<file path="src/rtl/cla_mp_sequencer.sv">
// Multi-precision add/subtract sequencer: time-shares one W-bit carry-lookahead adder
// across WORDS chunks, LSB first, with the inter-chunk carry held in a register.
module cla_mp_sequencer #(
    parameter int unsigned N     = 3,
    parameter int unsigned WORDS = 4
) (
    input  logic                        clk,
    input  logic                        rst,
    input  logic                        in_valid,
    output logic                        in_ready,
    input  logic [WORDS*(2**N)-1:0]     op_a,
    input  logic [WORDS*(2**N)-1:0]     op_b,
    input  logic                        sub,
    output logic                        out_valid,
    input  logic                        out_ready,
    output logic [WORDS*(2**N)-1:0]     result,
    output logic                        cout,
    output logic                        ovf
);

    localparam int unsigned W    = 2 ** N;
    localparam int unsigned IdxW = (WORDS > 1) ? $clog2(WORDS) : 1;

    typedef enum logic [1:0] {StIdle, StRun, StDone} state_e;

    state_e                     state_q, state_d;
    logic   [IdxW-1:0]          idx_q;
    logic                       carry_q;
    logic   [WORDS-1:0][W-1:0]  opa_q;
    logic   [WORDS-1:0][W-1:0]  opb_q;
    logic   [WORDS-1:0][W-1:0]  result_q;
    logic                       cout_q;
    logic                       ovf_q;
    logic                       out_valid_q;

    logic                       last_chunk;
    logic   [W-1:0]             add_a;
    logic   [W-1:0]             add_b;
    logic   [W-1:0]             add_sum;
    logic                       add_cout;
    logic   [W:0]               carries;
    logic   [W-1:0]             grp_g [N+1];
    logic   [W-1:0]             grp_p [N+1];

    assign last_chunk = (idx_q == IdxW'(WORDS - 1));
    assign add_a      = opa_q[idx_q];
    assign add_b      = opb_q[idx_q];

    // Kogge-Stone prefix over the chunk: after N levels grp_g/grp_p[N][i] span bits i..0.
    always_comb begin
        grp_g[0] = add_a & add_b;
        grp_p[0] = add_a ^ add_b;
        for (int l = 0; l < N; l++) begin
            for (int i = 0; i < W; i++) begin
                if (i >= (1 << l)) begin
                    grp_g[l+1][i] = grp_g[l][i] | (grp_p[l][i] & grp_g[l][i-(1<<l)]);
                    grp_p[l+1][i] = grp_p[l][i] & grp_p[l][i-(1<<l)];
                end else begin
                    grp_g[l+1][i] = grp_g[l][i];
                    grp_p[l+1][i] = grp_p[l][i];
                end
            end
        end
        carries[0] = carry_q;
        for (int i = 0; i < W; i++) begin
            carries[i+1] = grp_g[N][i] | (grp_p[N][i] & carry_q);
        end
        add_sum  = grp_p[0] ^ carries[W-1:0];
        add_cout = carries[W];
    end

    always_ff @(posedge clk) begin
        if (rst) begin
            state_q <= StIdle;
        end else begin
            state_q <= state_d;
        end
    end

    always_comb begin
        state_d = state_q;
        unique case (state_q)
            StIdle:  if (in_valid) state_d = StRun;
            StRun:   if (last_chunk) state_d = StDone;
            StDone:  if (out_ready) state_d = StIdle;
            default: state_d = StIdle;
        endcase
    end

    always_comb begin
        in_ready  = (state_q == StIdle) && !rst;
        out_valid = out_valid_q;
        result    = result_q;
        cout      = cout_q;
        ovf       = ovf_q;
    end

    always_ff @(posedge clk) begin
        if (rst) begin
            idx_q       <= '0;
            carry_q     <= 1'b0;
            opa_q       <= '0;
            opb_q       <= '0;
            result_q    <= '0;
            cout_q      <= 1'b0;
            ovf_q       <= 1'b0;
            out_valid_q <= 1'b0;
        end else begin
            case (state_q)
                StIdle: begin
                    if (in_valid) begin
                        opa_q   <= op_a;
                        opb_q   <= sub ? ~op_b : op_b;
                        carry_q <= sub;
                        idx_q   <= '0;
                    end
                end
                StRun: begin
                    result_q[idx_q] <= add_sum;
                    carry_q         <= add_cout;
                    if (last_chunk) begin
                        cout_q      <= add_cout;
                        ovf_q       <= (add_a[W-1] == add_b[W-1]) && (add_sum[W-1] != add_a[W-1]);
                        out_valid_q <= 1'b1;
                        idx_q       <= '0;
                    end else begin
                        idx_q <= idx_q + 1'b1;
                    end
                end
                StDone: begin
                    if (out_ready) out_valid_q <= 1'b0;
                end
                default: ;
            endcase
        end
    end

endmodule

</file>
<file path="config.mk">
export PLATFORM = sky130hd
export DESIGN_NAME = cla_mp_sequencer
export DESIGN_NICKNAME = d
export VERILOG_FILES = /design/src/rtl/cla_mp_sequencer.sv
export SDC_FILE = /design/constraint.sdc
export NUM_CORES = 1
export LEC_CHECK = 0
export BUFFER_PORTS_ARGS = -buffer_cell sky130_fd_sc_hd__buf_4
export CORE_UTILIZATION = 30
export CTS_CLUSTER_DIAMETER = 50
export DETAILED_ROUTE_END_ITERATION = 10
export PLACE_DENSITY = 0.53
export SLEW_MARGIN = 20
export SYNTH_ARGS = -nofsm -noshare
export SYNTH_HDL_FRONTEND = slang
export SYNTH_SLANG_ARGS = --single-unit
</file>
<file path="constraint.sdc">
create_clock -name clk -period 3.9 [get_ports clk]
set_input_delay 0.585 -clock clk [delete_from_list [all_inputs] [get_ports clk]]
set_output_delay 0.585 -clock clk [all_outputs]
set_load 0.03 [all_outputs]
</file>
==> flow_summary.toml, run 1 <==
[yosys]
synthFlopType = "dfxtp_1"
synthArstFlopShare_pct = 0
ys_ff_latch = 104
yosys-top-cells-area = "dfxtp_1 42%, nand2_1 7.6%, mux4_2 7.2%, xnor2_1 6.1%, a21oi_1 5.6%"
synthCells = 555
synth-seq-area-share_pct = 41.52
synth_edf_count = 0
yosys_warnings = 0
syn_avg_cell_area_sq_um = 9.036
syn_area_sq_mm = 0.005015
post-synth-top-count-cell = "dfxtp_1"
synth_top_area_share_pct = 41.52
syn_nets = 637
synthTopCellsByCount = "104 x dfxtp_1, 101 x nand2_1, 56 x a21oi_1, 49 x nor2_1, 37 x a211oi_1"
yosysUniqueCellTypes = 44
yosysTopAreaCell = "dfxtp_1"

[power]
ir_worst_vdd_uv = 217.3
power_mw = 2.511
p_per_area_mw_per_mm2 = 410.4
leakage_nw = 2.309

[status]
status = "completed"

[routing]
antenna_left = 0
wl_mm = 12.62
drc = 0
drt-pass1-iter-count = 5
routedWlPerCell_um = 14.92
drt_iter0_markers = 213
vias_per_cell = 4.829
vias = 4085

[floorplanning]
core_sq_mm = 0.01612
rows = 46
ioPinCount = 105
start_util_pct = 31.12
die_w_um = 131.3
die_h_um = 131.3
die_area_sq_mm = 0.01724

[grt]
grt_max_degree = 68
grt_use_total_pct = 14.77
grt_pass1_wl_mm = 20.20
overflow = 0
grt_pass1_vias = 3957
antenna_found_initial = 0

[clock_tree]
clk_latency_ns = 0.35
clk_path_buf_depth = 2
numCtsBuffers = 9
cts_tree = "done"
h-tree-depth = 3
cts_root_buffer = "clkbuf_16"
ctsResizeCount = 0
cts_sinks = 104
path_clk_slew_ns = 0.07
cts_setup_buffers = 0
postCtsHoldBufs = 0

[worst_setup_path]
critPathTopFamily = "compound AO/OA/AOI/OAI gates"
reg2reg_slack_ns = 0.84
r2r-end = "result[15]"
worstPathCellList = "mux4_2 -> ha_1 -> a21oi_4 -> nand2_1 -> a221oi_4 -> nor4_1 -> a211o_1"
worstPathRequired_ns = 4.14
path_buf_inv = 0
critPathCaptureType = "register"
critPathSlowestCell = "dfxtp_1"
worst_r2r_path_depth = 7
worst_ep_arrival_time_ns = 3.30
reg2reg_from = "idx_q[1]"
critPathLaunchType = "register"
cp_max_fo = 20
path_class = "register to register"
max_stage_delay_ns = 0.90

[min_path]
holdPathEnd = "opa_q[24]"
hold_depth = 2
hp-start = "opa_q[24]"
worstHoldPathType = "register to register"

[sta]
relSlewSlack_pct = 28.94
fin_skew_ns = 0.008593
rsz0062_at_grt = "no"
timing.final.crit_period_ns = 3.058
final-max-slew-violation-count = 0
worst_pin_slew_ns = 1.063
hold_viol_final = 0
max_freq_mhz = 327.0
tns_ns = 0
setup_viol = 0
fin_crit_sh_pct = 78.41

[placed_design]
portBuffers = 104
hpwlAfterDp_mm = 9.454
gp_congestion = 0.8301

[finish]
antenna_cells = 0
areaGrowthSynthToFinish_pct = 21.98
fin_nets = 707
final_layout_size_suffix_gt1_share_pct = 23.65

[flow_run]
drv_cap = 0
[through the flow]
step | cell area (sq um) | worst slack (ns) | utilization (%) | hold slack [ns] | cells
finish | 6117 | 0.8419 | 37.96 | 0.4542 | 846
global route | 6117 | 0.6301 | 37.96 | 0.4733 | 846
CTS | 6117 | 0.8284 | 37.96 | 0.4594 | 846
detailed placement | 5808 | 0.8469 | 36.04 | 0.4500 | 830
global placement | 5808 | 1.012 | 36.04 | 0.4456 | 830
floorplan | 5015 | 1.096 | - | 0.4331 | 555
[worst reg2reg max path: stages (launching register included)]
cell and delay [ns]:
dfxtp_1 0.90, mux4_2 0.42, ha_1 0.47, a21oi_4 0.20, nand2_1 0.10, a221oi_4 0.48
nor4_1 0.12, a211o_1 0.25
[per-layer routing]
| layer | global-route usage (%) | share of wire [%] | wire length, um | vias up |
|---|---|---|---|---|
| met1 | 18.72 | 46 | 5819 | 1886 |
| met4 | 3.876 | 0.81 | 102 | 0 |
| li1 | - | - | - | 2070 |
| met2 | 25.00 | 48 | 6066 | 120 |
| met3 | 3.549 | 5.0 | 632 | 9 |
| met5 | 0 | 0 | 0 | - |
[report_power, final]
part	internal (mW)	switching, mW
Clock	0.533	0.390
Sequential	1.12	0.0391
Combinational	0.187	0.239
[cell usage in the layout, fill, tap and decap left out, types with 2 or more instances in the layout]
master | synthesis | final
nand2b_1 | 3 | 3
nor3_1 | 10 | 10
xnor2_1 | 35 | 35
nand3b_1 | 10 | 10
a21oi_1 | 56 | 56
clkbuf_16 | 0 | 9
o211ai_1 | 4 | 4
a211o_1 | 3 | 3
inv_1 | 9 | 9
buf_4 | 6 | 108
o311ai_0 | 4 | 4
o21ai_0 | 2 | 2
a21oi_2 | 2 | 2
o31ai_1 | 8 | 8
mux4_2 | 16 | 16
ha_1 | 12 | 12
nor3b_1 | 8 | 8
clkinvlp_4 | 0 | 3
nor2b_1 | 2 | 2
o21bai_1 | 2 | 2
nor4_1 | 3 | 3
clkbuf_8 | 0 | 2
dfxtp_1 | 104 | 104
nor2_1 | 49 | 49
nand2_1 | 101 | 101
and2_1 | 5 | 4
mux2i_1 | 2 | 2
a22oi_1 | 3 | 3
nand3_1 | 4 | 4
a211oi_1 | 37 | 37
[how the worst max path moves through the flow]
| stage | startpoint | end | slack [ns] | cells after the start |
|---|---|---|---|---|
| 6_report | idx_q[1] | result[15] | 0.84 | 7 |
| 4_1_cts | idx_q[1] | result[15] | 0.83 | 7 |
| 3_3_place_gp | idx_q[1] | result[15] | 1.01 | 7 |
| 5_1_grt | idx_q[1] | result[15] | 0.63 | 7 |
| 2_1_floorplan | idx_q[0] | result[15] | 1.10 | 10 |
| 3_5_place_dp | idx_q[1] | result[15] | 0.85 | 7 |
[area by class of cell]
class	count	area, sq um
Multi-Input combinational cell	393	2611
Clock inverter	4	52.55
Clock buffer	12	256.5
Timing Repair Buffer	108	810.8
Fill cell	1639	9998
Sequential cell	104	2082
Tap cell	216	270.3
Inverter	9	33.78
[kinds of logic after synthesis]
logic type / share of synthesized area [%]
AOI/OAI and AO/OA: 17.09
xor gates and xnor gates: 6.287
adders and majority gates: 3.393
buffers and inverters: 6.437
DFF: 41.52
muxes: 7.585
and+or+nand+nor: 17.69
[sequential cells by signal, indices dropped and copies added, names as in the netlist]
signal     cells
ovf            1
opb_q         32
out_valid      1
opa_q         32
idx_q          2
result        32
carry_q        1
cout           1
state_q        2
Note: power is estimated with default switching activity, not from simulation.
==> run 2, diff against run 1 <==
- clock period: 3.9 -> 3 ns (I/O delays scaled with it)
==> run 2 against run 1 <==
Against the previous run:
- highest routed layer unchanged
- final cell count is 0.47% higher
- global-route usage is 0.40 points higher
- critical endpoint is now result[23]
- via count is 0.56% lower
==> flow_summary.toml, run 2 (synthesis results as in run 1) <==
[worst_setup_path]
worstPathCellList = "buf_12 -> mux4_2 -> ha_1 -> a21oi_2 -> o22ai_2 -> a221oi_4 -> nor4_1 -> a211o_1"
r2r-end = "result[23]"
critPathSlowestCell = "mux4_2"
cp_max_fo = 16
critPathCaptureType = "register"
worst_r2r_path_depth = 8
max_stage_delay_ns = 0.55
critPathLaunchType = "register"
path_class = "register to register"
worstPathRequired_ns = 3.24
worst_ep_arrival_time_ns = 3.06
reg2reg_slack_ns = 0.19
reg2reg_from = "idx_q[0]"

[clock_tree]
h-tree-depth = 3
ctsResizeCount = 0
clk_latency_ns = 0.35
postCtsHoldBufs = 0
cts_root_buffer = "clkbuf_16"
cts_sinks = 104
numCtsBuffers = 9
cts_setup_buffers = 0
cts_tree = "done"
clk_path_buf_depth = 2
path_clk_slew_ns = 0.07

[floorplanning]
die_h_um = 131.3
ioPinCount = 105
start_util_pct = 31.12
die_area_sq_mm = 0.01724
core_sq_mm = 0.01612
rows = 46
die_w_um = 131.3

[placed_design]
preCtsSetupSlack_ns = 0.2239
portBuffers = 104
postPlaceCellArea_sq_mm = 0.005871
hpwlAfterDp_mm = 9.504
gp_congestion = 0.8686

[routing]
antenna_left = 0
vias_per_cell = 4.779
wl_mm = 12.67
vias = 4062
drc = 0
drt_iter0_markers = 151
routedWlPerCell_um = 14.90
drt-pass1-iter-count = 5

[sta]
worst_pin_slew_ns = 0.6109
final-max-slew-violation-count = 0
fin_skew_ns = 0.004079
tns_ns = 0
rsz0062_at_grt = "no"
fin_crit_sh_pct = 93.75
timing.final.crit_period_ns = 2.812
relSlewSlack_pct = 59.13
setup_viol = 0
worst_slack_ns = 0.1876
max_freq_mhz = 355.6
hold_viol_final = 0

[grt]
grt_max_degree = 64
grt_pass1_wl_mm = 20.51
antenna_found_initial = 0
overflow = 0
grt_use_total_pct = 15.17
grt_pass1_vias = 4019

[power]
leakage_nw = 2.351
ir_worst_vdd_uv = 289.4
p_per_area_mw_per_mm2 = 536.0

[finish]
areaGrowthSynthToFinish_pct = 23.15
antenna_cells = 0
design_area_sq_mm = 0.006176
final_util_pct = 38.32
final_common_cell = "buf_4"
final_layout_size_suffix_gt1_share_pct = 24.13
layout.cells.most_common_list = "111 x buf_4, 104 x dfxtp_1, 100 x nand2_1, 56 x a21oi_1, 49 x nor2_1"
fin_nets = 712
fill_cells = 1654

[min_path]
holdPathEnd = "opa_q[19]"
hold_depth = 3
hp-start = "op_a[19]"
worstHoldPathType = "primary input to register"

[status]
status = "completed"

[flow_run]
drv_cap = 0
-- run 2: critical path, delay by kind of cell, from the launching register on --
kind                     cells  cell delay, ns
flip-flops                   1            0.37
adder cells (fa/ha/maj)      1            0.35
multiplexers                 1            0.55
buffers and inverters        1            0.18
AO/OA/AOI/OAI                4            1.12
AND/OR/NAND/NOR              1            0.10
-- run 2: metal layers --
metal  up-vias  track usage (%)  wire, um
li1       2078                -         -
met2       100            25.03      5940
met3        14            3.781       689
met4         0            5.749       214
met5         -                0         0
met1      1870            19.00      5823
-- run 2: area by class of cell --
| class | instances | area (sq um) | area share, % |
|---|---|---|---|
| Multi-Input combinational cell | 393 | 2614 | 42.32 |
| Sequential cell | 104 | 2082 | 33.71 |
| Timing Repair Buffer | 113 | 873.3 | 14.14 |
| Clock buffer | 11 | 232.7 | 3.768 |
| Clock inverter | 4 | 70.07 | 1.135 |
| Inverter | 9 | 33.78 | 0.5470 |
| Tap cell | 216 | 270.3 | 4.376 |
-- run 2: per-stage QoR --
| step | cells | power (mW) | hold slack (ns) |
|---|---|---|---|
| final | 850 | 3.311 | 0.3407 |
| after global routing | 850 | 3.468 | 0.3349 |
| after CTS | 850 | 3.351 | 0.3319 |
| after detailed placement | 835 | 2.115 | 0.4475 |
| after global placement | 835 | 2.103 | 0.4441 |
| after floorplan | 555 | 1.925 | 0.4331 |
-- run 2: worst max path at each step --
stage | startpoint | to | cells after the start
6_report | idx_q[0] | result[23] | 8
5_1_grt | idx_q[0] | result[31] | 8
4_1_cts | idx_q[0] | result[23] | 8
3_5_place_dp | idx_q[0] | result[15] | 8
3_3_place_gp | idx_q[0] | result[31] | 8
2_1_floorplan | idx_q[0] | result[15] | 10
-- run 2: power by group --
part	leakage (nW)	total [mW]	internal, mW	switching [mW]
logic	1.35	0.572	0.256	0.317
registers	0.852	1.50	1.46	0.0452
clock network	0.149	1.23	0.725	0.510
total	2.35	3.31	2.44	0.872
